`src/rtl/pipeline_pkg.sv`:
```
// -----------------------------------------------------------------------------
// pipeline_pkg
//   Shared definitions for the 5-stage pipeline hazard control.
//   - hz_state_e : hazard FSM state encoding (RUN / STALL / FLUSH)
//   - REG_ZERO   : architectural zero register index (never a real dependency)
//   - NOP_INSTR  : instruction word loaded into IF/ID when it is flushed
//                  (addi x0, x0, 0)
//   - reg_match  : source/destination dependency compare helper
// -----------------------------------------------------------------------------
package pipeline_pkg;

  typedef enum logic [1:0] {
    HZ_RUN   = 2'd0,
    HZ_STALL = 2'd1,
    HZ_FLUSH = 2'd2
  } hz_state_e;

  localparam logic [4:0]  REG_ZERO  = 5'd0;
  localparam logic [31:0] NOP_INSTR = 32'h0000_0013;

  // True when the consumer actually reads a source that the producer writes.
  function automatic logic reg_match(
    input logic [4:0] rd,
    input logic [4:0] rs,
    input logic       use_rs
  );
    return use_rs && (rd == rs);
  endfunction

endpackage

```
`src/rtl/sat_counter.sv`:
```
// -----------------------------------------------------------------------------
// sat_counter
//   Event counter that stops at all-ones instead of wrapping.
//   Ports:
//     clk    in   rising-edge clock
//     rst_n  in   asynchronous active-low reset (clears the count)
//     inc    in   count one event this cycle
//     count  out  CNT_W-bit saturating count
// -----------------------------------------------------------------------------
module sat_counter #(
  parameter int CNT_W = 16
) (
  input  logic             clk,
  input  logic             rst_n,
  input  logic             inc,
  output logic [CNT_W-1:0] count
);

  logic [CNT_W-1:0] r_count;
  logic             w_full;

  // Saturation point reached: further events are ignored.
  assign w_full = &r_count;

  // Counter register; holds at all-ones once saturated.
  always_ff @(posedge clk or negedge rst_n) begin
    if (!rst_n) begin
      r_count <= '0;
    end else if (inc && !w_full) begin
      r_count <= r_count + CNT_W'(1'b1);
    end else begin
      r_count <= r_count;
    end
  end

  assign count = r_count;

endmodule

```
`src/rtl/hazard_stall_unit.sv`:
```
// -----------------------------------------------------------------------------
// hazard_stall_unit
//   Producer-side hazard control for the 5-stage pipeline.
//   - Load-use: load in EX whose destination is read by the instruction in ID
//     -> hold PC and IF/ID, bubble ID/EX for LOAD_STALL_CYCLES cycles.
//   - Taken branch resolved in EX -> squash IF/ID and ID/EX for FLUSH_CYCLES.
//   - Data memory busy -> freeze the whole pipeline, nothing else progresses.
//   Control outputs are Mealy so a hazard is acted on in its detection cycle.
//   Ports:
//     clk, rst_n                    clock, async active-low reset
//     IDEX_MemRead, IDEX_rd         load flag / destination of EX instruction
//     IFID_rs1/rs2, IFID_use_rs1/2  sources of ID instruction and their use
//     branch_taken                  taken branch/jump resolved in EX
//     dmem_busy                     data memory not ready
//     PC_write, IFID_write          1 = PC / IF/ID may update
//     IFID_flush, IDEX_bubble       1 = IF/ID loads NOP / ID/EX control zeroed
//     pipe_freeze                   1 = EX/MEM and MEM/WB hold
//     stall_count, flush_count      saturating bubble-cycle / branch counters
// -----------------------------------------------------------------------------
module hazard_stall_unit
  import pipeline_pkg::*;
#(
  parameter int LOAD_STALL_CYCLES = 1,
  parameter int FLUSH_CYCLES      = 1,
  parameter int CNT_W             = 16
) (
  input  logic             clk,
  input  logic             rst_n,
  input  logic             IDEX_MemRead,
  input  logic [4:0]       IDEX_rd,
  input  logic [4:0]       IFID_rs1,
  input  logic [4:0]       IFID_rs2,
  input  logic             IFID_use_rs1,
  input  logic             IFID_use_rs2,
  input  logic             branch_taken,
  input  logic             dmem_busy,
  output logic             PC_write,
  output logic             IFID_write,
  output logic             IFID_flush,
  output logic             IDEX_bubble,
  output logic             pipe_freeze,
  output logic [CNT_W-1:0] stall_count,
  output logic [CNT_W-1:0] flush_count
);

  // The remaining-cycles counter only ever holds (max parameter - 1).
  localparam int MAX_CYC = (LOAD_STALL_CYCLES > FLUSH_CYCLES) ?
                           LOAD_STALL_CYCLES : FLUSH_CYCLES;
  localparam int CW      = (MAX_CYC > 1) ? $clog2(MAX_CYC) : 1;

  localparam logic [CW-1:0] CNT_ONE   = CW'(1);
  localparam logic [CW-1:0] LS_RELOAD = CW'(LOAD_STALL_CYCLES - 1);
  localparam logic [CW-1:0] FL_RELOAD = CW'(FLUSH_CYCLES - 1);

  hz_state_e       r_state;
  logic [CW-1:0]   r_cnt;

  hz_state_e       w_state_nxt;
  logic [CW-1:0]   w_cnt_nxt;
  logic            w_load_use;
  logic            w_stall_inc;
  logic            w_flush_inc;
  logic            w_pc_write;
  logic            w_ifid_write;
  logic            w_flush;
  logic            w_bubble;
  logic            w_freeze;

  // Load-use compare; a load into x0 never creates a dependency.
  assign w_load_use = IDEX_MemRead && (IDEX_rd != REG_ZERO) &&
                      (reg_match(IDEX_rd, IFID_rs1, IFID_use_rs1) ||
                       reg_match(IDEX_rd, IFID_rs2, IFID_use_rs2));

  // Next-state, remaining-cycle and Mealy control decode.
  // Priority: dmem_busy > branch_taken > load_use / state hold.
  always_comb begin
    w_pc_write   = 1'b1;
    w_ifid_write = 1'b1;
    w_flush      = 1'b0;
    w_bubble     = 1'b0;
    w_freeze     = 1'b0;
    w_state_nxt  = r_state;
    w_cnt_nxt    = r_cnt;
    w_stall_inc  = 1'b0;
    w_flush_inc  = 1'b0;

    if (dmem_busy) begin
      // Whole pipeline holds; FSM, cnt and counters are left untouched.
      w_pc_write   = 1'b0;
      w_ifid_write = 1'b0;
      w_freeze     = 1'b1;
    end else if (branch_taken) begin
      // A taken branch wins in every state, including mid-stall, so the
      // wrong-path instruction being held in ID is squashed deterministically.
      w_flush     = 1'b1;
      w_bubble    = 1'b1;
      w_flush_inc = 1'b1;
      if (FLUSH_CYCLES > 1) begin
        w_state_nxt = HZ_FLUSH;
        w_cnt_nxt   = FL_RELOAD;
      end else begin
        w_state_nxt = HZ_RUN;
        w_cnt_nxt   = '0;
      end
    end else begin
      case (r_state)
        HZ_RUN: begin
          if (w_load_use) begin
            w_pc_write   = 1'b0;
            w_ifid_write = 1'b0;
            w_bubble     = 1'b1;
            w_stall_inc  = 1'b1;
            if (LOAD_STALL_CYCLES > 1) begin
              w_state_nxt = HZ_STALL;
              w_cnt_nxt   = LS_RELOAD;
            end else begin
              w_state_nxt = HZ_RUN;
              w_cnt_nxt   = '0;
            end
          end else begin
            w_state_nxt = HZ_RUN;
            w_cnt_nxt   = '0;
          end
        end
        HZ_STALL: begin
          // Back in RUN the held ID instruction is re-evaluated for hazards.
          w_pc_write   = 1'b0;
          w_ifid_write = 1'b0;
          w_bubble     = 1'b1;
          w_stall_inc  = 1'b1;
          if (r_cnt <= CNT_ONE) begin
            w_state_nxt = HZ_RUN;
            w_cnt_nxt   = '0;
          end else begin
            w_cnt_nxt   = r_cnt - CNT_ONE;
          end
        end
        HZ_FLUSH: begin
          // Anything in ID is wrong-path here, so load_use is not considered.
          w_flush  = 1'b1;
          w_bubble = 1'b1;
          if (r_cnt <= CNT_ONE) begin
            w_state_nxt = HZ_RUN;
            w_cnt_nxt   = '0;
          end else begin
            w_cnt_nxt   = r_cnt - CNT_ONE;
          end
        end
        default: begin
          w_state_nxt = HZ_RUN;
          w_cnt_nxt   = '0;
        end
      endcase
    end
  end

  // FSM state and remaining-cycle counter; reset aborts any stall/flush.
  always_ff @(posedge clk or negedge rst_n) begin
    if (!rst_n) begin
      r_state <= HZ_RUN;
      r_cnt   <= '0;
    end else begin
      r_state <= w_state_nxt;
      r_cnt   <= w_cnt_nxt;
    end
  end

  // Control outputs fall back to pass-through defaults while reset is held.
  always_comb begin
    if (!rst_n) begin
      PC_write    = 1'b1;
      IFID_write  = 1'b1;
      IFID_flush  = 1'b0;
      IDEX_bubble = 1'b0;
      pipe_freeze = 1'b0;
    end else begin
      PC_write    = w_pc_write;
      IFID_write  = w_ifid_write;
      IFID_flush  = w_flush;
      IDEX_bubble = w_bubble;
      pipe_freeze = w_freeze;
    end
  end

  sat_counter #(
    .CNT_W (CNT_W)
  ) u_stall_cnt (
    .clk   (clk),
    .rst_n (rst_n),
    .inc   (w_stall_inc),
    .count (stall_count)
  );

  sat_counter #(
    .CNT_W (CNT_W)
  ) u_flush_cnt (
    .clk   (clk),
    .rst_n (rst_n),
    .inc   (w_flush_inc),
    .count (flush_count)
  );

endmodule

```
`config.mk`:
```
export PLATFORM = sky130hd
export DESIGN_NAME = hazard_stall_unit
export DESIGN_NICKNAME = d
export VERILOG_FILES = /design/src/rtl/pipeline_pkg.sv /design/src/rtl/sat_counter.sv /design/src/rtl/hazard_stall_unit.sv
export SDC_FILE = /design/constraint.sdc
export NUM_CORES = 1
export LEC_CHECK = 0
export ABC_AREA = 1
export CORE_MARGIN = 3
export CORE_UTILIZATION = 30
export CTS_BUF_LIST = sky130_fd_sc_hd__clkbuf_4 sky130_fd_sc_hd__clkbuf_8
export DETAILED_ROUTE_END_ITERATION = 10
export PLACE_DENSITY = 0.6
export SLEW_MARGIN = 40
export SYNTH_ARGS = -nofsm -noshare
export SYNTH_HDL_FRONTEND = slang
export SYNTH_SLANG_ARGS = --single-unit
```
`constraint.sdc`:
```
create_clock -name clk -period 2.2 [get_ports clk]
set_input_delay 0.66 -clock clk [delete_from_list [all_inputs] [get_ports clk]]
set_output_delay 0.66 -clock clk [all_outputs]
set_load 0.01 [all_outputs]
```
After elaboration in Yosys (flattened, before gate mapping)

Cells that the tools add are included.

Bits in registers: 35
Bits of input ports: 22
Output and inout port bits: 37
Word-level logic and storage cells: 56

Add/sub/neg operators: 3
Magnitude comparators: 1
Eq/ne operators: 5
Muxes and demuxes: 27
Bitwise logic cells: 1
Reductions and logical operators: 15

Operators by type and width:

| cell                  | number |
|---|---|
| $add 16x1->16 const B | 2 |
| $reduce_and 16->1     | 2 |
| $mux 1                | 21 |
| $eq 5x5->1            | 2 |
| $logic_and 1x1->1     | 6 |
| $mux 2                | 3 |
| $pmux 1 s2            | 3 |
| $reduce_bool 5->1     | 1 |
| $ne 3x1->1 const B    | 1 |
| $eq 2x1->1 const B    | 1 |
| $eq 2x2->1 const B    | 1 |
| $logic_not 1->1       | 2 |
| $logic_not 2->1       | 1 |
| $reduce_and 2->1      | 1 |
| $reduce_or 2->1       | 1 |
| $le 1x1->1 const B    | 1 |
| $logic_or 1x1->1      | 1 |
| $not 1->1             | 1 |
| $sub 1x1->1 const B   | 1 |

Depth between registers and ports, before layout

Depth after elaboration: 9
Gate-level depth with buffers: 11
Mapped depth without buffers: 11

Cells and area by module

Synthesis repeated with hierarchy kept, for this count alone.

Cell total of the unflattened synthesis: 386
Area, all modules: 2382.3 um^2

By module, submodules not included:

| module            | times used | cells an instance | area each (um^2) | seq. area each (um^2) |
|---|---|---|---|---|
| sat_counter       | 2          | 158               | 1052.3           | 400.4 |
| hazard_stall_unit | 1          | 70                | 277.8            | 0.0 |

Least setup slack after synthesis

No wires, ideal clock.

Path type: input port to output port
Start: input port IDEX_rd[3]
End: output port PC_write
Arrival time: 1493 ps
Required time: 1540 ps
Setup slack: 47 ps
Stages on the path: 10
Path through: inv_2 nand2_1 nand2_1 nor2_1 nand3_2 nand2_4 nand3_4 nand2_1 nand2_1 buf_4

Longest elaborated chain between the ends: 9

Ends and longest elaborated chain:

| what                   | line                    | RTL |
|---|---|---|
| start: declaration     | hazard_stall_unit.sv:30 | `input logic [4:0] IDEX_rd,` |
| $eq 5x5->1             | pipeline_pkg.sv:27      | `return use_rs && (rd == rs);` |
| $logic_and 1x1->1      | pipeline_pkg.sv:27      |  |
| $logic_or 1x1->1       | hazard_stall_unit.sv:71 | `(reg_match(IDEX_rd, IFID_rs1, IFID_use_rs1) \|\|` |
| $logic_and 1x1->1 *    | hazard_stall_unit.sv:70 | `assign w_load_use = IDEX_MemRead && (IDEX_rd != REG_ZERO) &&` |
| $mux 1 *               | -                       |  |
| $pmux 1 s2 *           | -                       |  |
| $mux 1 * (3 in series) | -                       |  |
| end: declaration       | hazard_stall_unit.sv:37 | `output logic PC_write,` |

Every way passes the cells marked *; elsewhere a longest branch is shown, timed or not.

Final worst setup path

Start: input port IDEX_rd[4]
End: output port IDEX_bubble

Longest elaborated chain between the ends: 9

Ends and longest elaborated chain:

| what                | line                     | RTL |
|---|---|---|
| $eq 5x5->1          | pipeline_pkg.sv:27       |  |
| $logic_and 1x1->1   | pipeline_pkg.sv:27       |  |
| $logic_or 1x1->1    | hazard_stall_unit.sv:71  |  |
| $logic_and 1x1->1 * | hazard_stall_unit.sv:70  |  |
| $mux 1 *            | hazard_stall_unit.sv:108 | `if (w_load_use) begin` |
| $pmux 1 s2 *        | hazard_stall_unit.sv:106 | `case (r_state)` |
| $mux 1 *            | hazard_stall_unit.sv:92  | `end else if (branch_taken) begin` |
| $mux 1 *            | hazard_stall_unit.sv:87  | `if (dmem_busy) begin` |
| $mux 1 *            | hazard_stall_unit.sv:170 | `if (!rst_n) begin` |
| end: declaration    | hazard_stall_unit.sv:40  | `output logic IDEX_bubble,` |

Marked as above.

==> impl_results.md <==
- Starting DRC count in detailed routing: 56
- Worst path slowest cell: buf_2
- Critical Path RT: 1.54 ns
- Area growth syn-to-layout: 41.51%
- Nets@finish: 400
- Drt via density: 4.447
- Total gr overflow: 0
- Reg2reg start: u_stall_cnt.count[0]
- Ys async rst share: 1.000
- Synth area leaders: dfrtp_1 36%, nand2_1 13%, inv_1 8.8%
- Post-synth top cells: 77 x nand2_1, 52 x inv_1, 32 x dfrtp_1
- Most instantiated library cell after synthesis: nand2_1
- WP data arrival: 1.54 ns
- Hold EP: u_flush_cnt.count[15]
- Final worst path period share: 0.9980
- First-pass GRT wire length: 9.246 mm
- Core footprint: 6982 um^2
- Synth top area share: 0.3600
- Leak pwr: 0.001631 uW
- # H-tree levels: 2
- Fin. max-slew vios: 0
- Cell mode on critical path: nand2_1
- Antenna violations before repair: 0
- R2r endpoint: u_stall_cnt.count[10]
- Top FF cell, synth: dfrtp_1
- Crit path kind: in -> out
- Avg WL per Cell: 11.71 um
- Tot GR Track Use: 0.1340
- Residual DRC: 0
- Cell Area, Placed: 2997 um^2
- Power per cell area: 975.5 nW/um^2
- Maximum fanout along the worst path: 3
- Die area: 8484 um^2
- I/O pins: 59
- Yosys reg bits: 32
- PortBufs: 58
- EDFF count, synth: 0
- Hpwl dp: 4.052 mm
- Max Cap Viol: 0
- CTS tree: yes
- Die Wd: 92.11 um
- Num CTS Buffers: 5
- Fin Hold WS: 0.5259 ns
- Initial core utilization: 0.3186
- Routed Antenna Nets: 0
- Vias in the first global route: 2031
- Worst setup margin: 0.004300 ns
- Final cell count without fillers: 472
- Avg Inst Size Synth: 7.593 um^2
- Placed Cells incl. Taps: 457
- Fin area: 3148 um^2
- Clk root buf: clkbuf_8
- Post-Place Worst Slack: -0.9003 ns
- Clk_lat worst skew: 0.29 ns
- Hold_buf cts: 0
- Critical path's largest stage delay: 0.16 ns
- Total number of vias: 2099
- Cell count after synthesis: 293
- Row cnt: 30
- Number of diodes: 0
- Mapped Nets: 317
- Unique masters post-synth: 28
- Synth warn: 0
- Sum Neg Setup Slack: 0 ns
- Outcome: finished, final reports clean
- Hold path cells: 1
- Min-Delay Path Class: reg -> reg
- Reg2reg path depth: 10
- Register-to-register path setup slack: 0.40 ns
- Critical path endpoint category: primary output
- Clock sinks: 32
- RSZ-0062 raised after global routing: yes
- Skew final: 0.007374 ns
- Period minus WS final: 2.196 ns
- Total Routed Length: 5.525 mm
- Leading area contributor after synthesis: dfrtp_1
- Final hold viol count: 0
- VDD IR max: 0.4017 mV
- Fmax: 0.4554 GHz
- Crit path cell chain: buf_8 -> inv_4 -> nand2_1 -> nand2_1 -> nor2_1 -> nand3_2 -> nand2_4 -> a21oi_2 -> nor3_1 -> buf_2
- Placer congestion estimate: 0.8155
- Largest net degree at the start of global routing: 33
- First-pass iteration count of the detailed router: 4
- Tightest Pin Transition: 0.4289 ns
- CP startpoint kind: input port
- Longest Clk Path Bufs: 2
- Clock slew at reported path FFs: 0.06 ns
- Seq/Total Area, Yosys: 0.3600
- Final setup viols: 0
- Layout cells sized above 1: 0.2660
- DIE HEIGHT: 92.11 um
- Synthesized cell area: 2225 um^2
- Hold_sp: u_flush_cnt.count[15]
- Max-slew headroom: 0.7141
kinds of logic (layout without fill, tap and decap cells):
logic type                 after synthesis  in the layout  synth area share
DFF                                     32             32            0.3600
adders and majority gates                2              2           0.01125
buffers and inverters                   65            148            0.1237
and+or+nand+nor                        156            156            0.3712
AOI/OAI and AO/OA                       20             20           0.06299
xor gates and xnor gates                18             18           0.07087
worst max-delay path by stage:
stage / start / endpoint / slack (ns) / cells after the start
after floorplan: IDEX_rd[3] / PC_write / 0.05 / 10
after detailed placement: IDEX_rd[3] / IDEX_bubble / -0.90 / 10
after global placement: IDEX_rd[1] / IDEX_bubble / -0.86 / 10
final: IDEX_rd[4] / IDEX_bubble / 0.004 / 10
after global routing: IFID_rs2[3] / IDEX_bubble / -0.07 / 10
after CTS: IDEX_rd[4] / IDEX_bubble / -0.05 / 10
stage by stage:
| stage | power (uW) | utilization |
|---|---|---|
| 3_3_place_gp | 2586 | 0.4292 |
| 4_1_cts | 3079 | 0.4423 |
| 6_report | 3071 | 0.4509 |
| 5_1_grt | 3338 | 0.4509 |
| 3_5_place_dp | 2613 | 0.4292 |
| 2_1_floorplan | 1998 | - |
placed cells by master (no fill, tap or decap), types with 2 or more instances in the layout:
cell type        instances
nand2_1                 70
inv_1                   48
clkdlybuf4s50_1         32
dfrtp_1                 32
nand3_1                 21
buf_4                   21
o21bai_1                16
nor2_1                  14
xor2_1                  14
nand3_2                 13
nor3_1                  12
inv_2                   11
buf_6                   10
nand2_2                  8
buf_2                    8
dlygate4sd2_1            6
nor2_2                   5
clkbuf_8                 5
xnor2_1                  4
nand4_1                  3
inv_4                    2
nand2_4                  2
nor3_4                   2
o21ai_0                  2
ha_1                     2
critical path, delay by kind of cell:
kind	cells	cell delay, ns
compound gates	1	0.05
buf+inv	3	0.27
simple gates	6	0.56
layout make-up:
| cell class | instances | area (um^2) |
|---|---|---|
| clock buffer | 6 | 76.32 |
| clock inverter | 1 | 5.005 |
| fill | 714 | 3834 |
| inverter | 61 | 234.0 |
| multi-input combinational | 196 | 1189 |
| sequential | 32 | 800.8 |
| tap | 96 | 120.1 |
| timing repair buffer | 80 | 723.2 |
registers in the layout (all words and copies together), names as in the netlist:
signal             cells
u_stall_cnt.count     16
u_flush_cnt.count     16
what timing repair did:
| action | in CTS | in global routing |
|---|---|---|
| setup endpoints to repair | 5 | 3 |
| pin swaps | 29 | 16 |
| buffers inserted | 7 | 1 |
| gates cloned | 0 | 0 |
| gates resized for setup | 101 | 17 |
per-layer routing:
layer  vias to the layer above  routed length (um)  track usage
met5                         -                   0            0
met4                         0                  49      0.02970
met3                         6                 202      0.03117
met2                        36                2668       0.2208
met1                       986                2604       0.1784
li1                       1071                   -            -
report_power, final:
part	switching (uW)	internal [uW]	total, uW
Sequential	172	749	920
Combinational	966	735	1700
Clock	222	227	449
Total	1360	1710	3070
(Power assumes the default switching activity.)
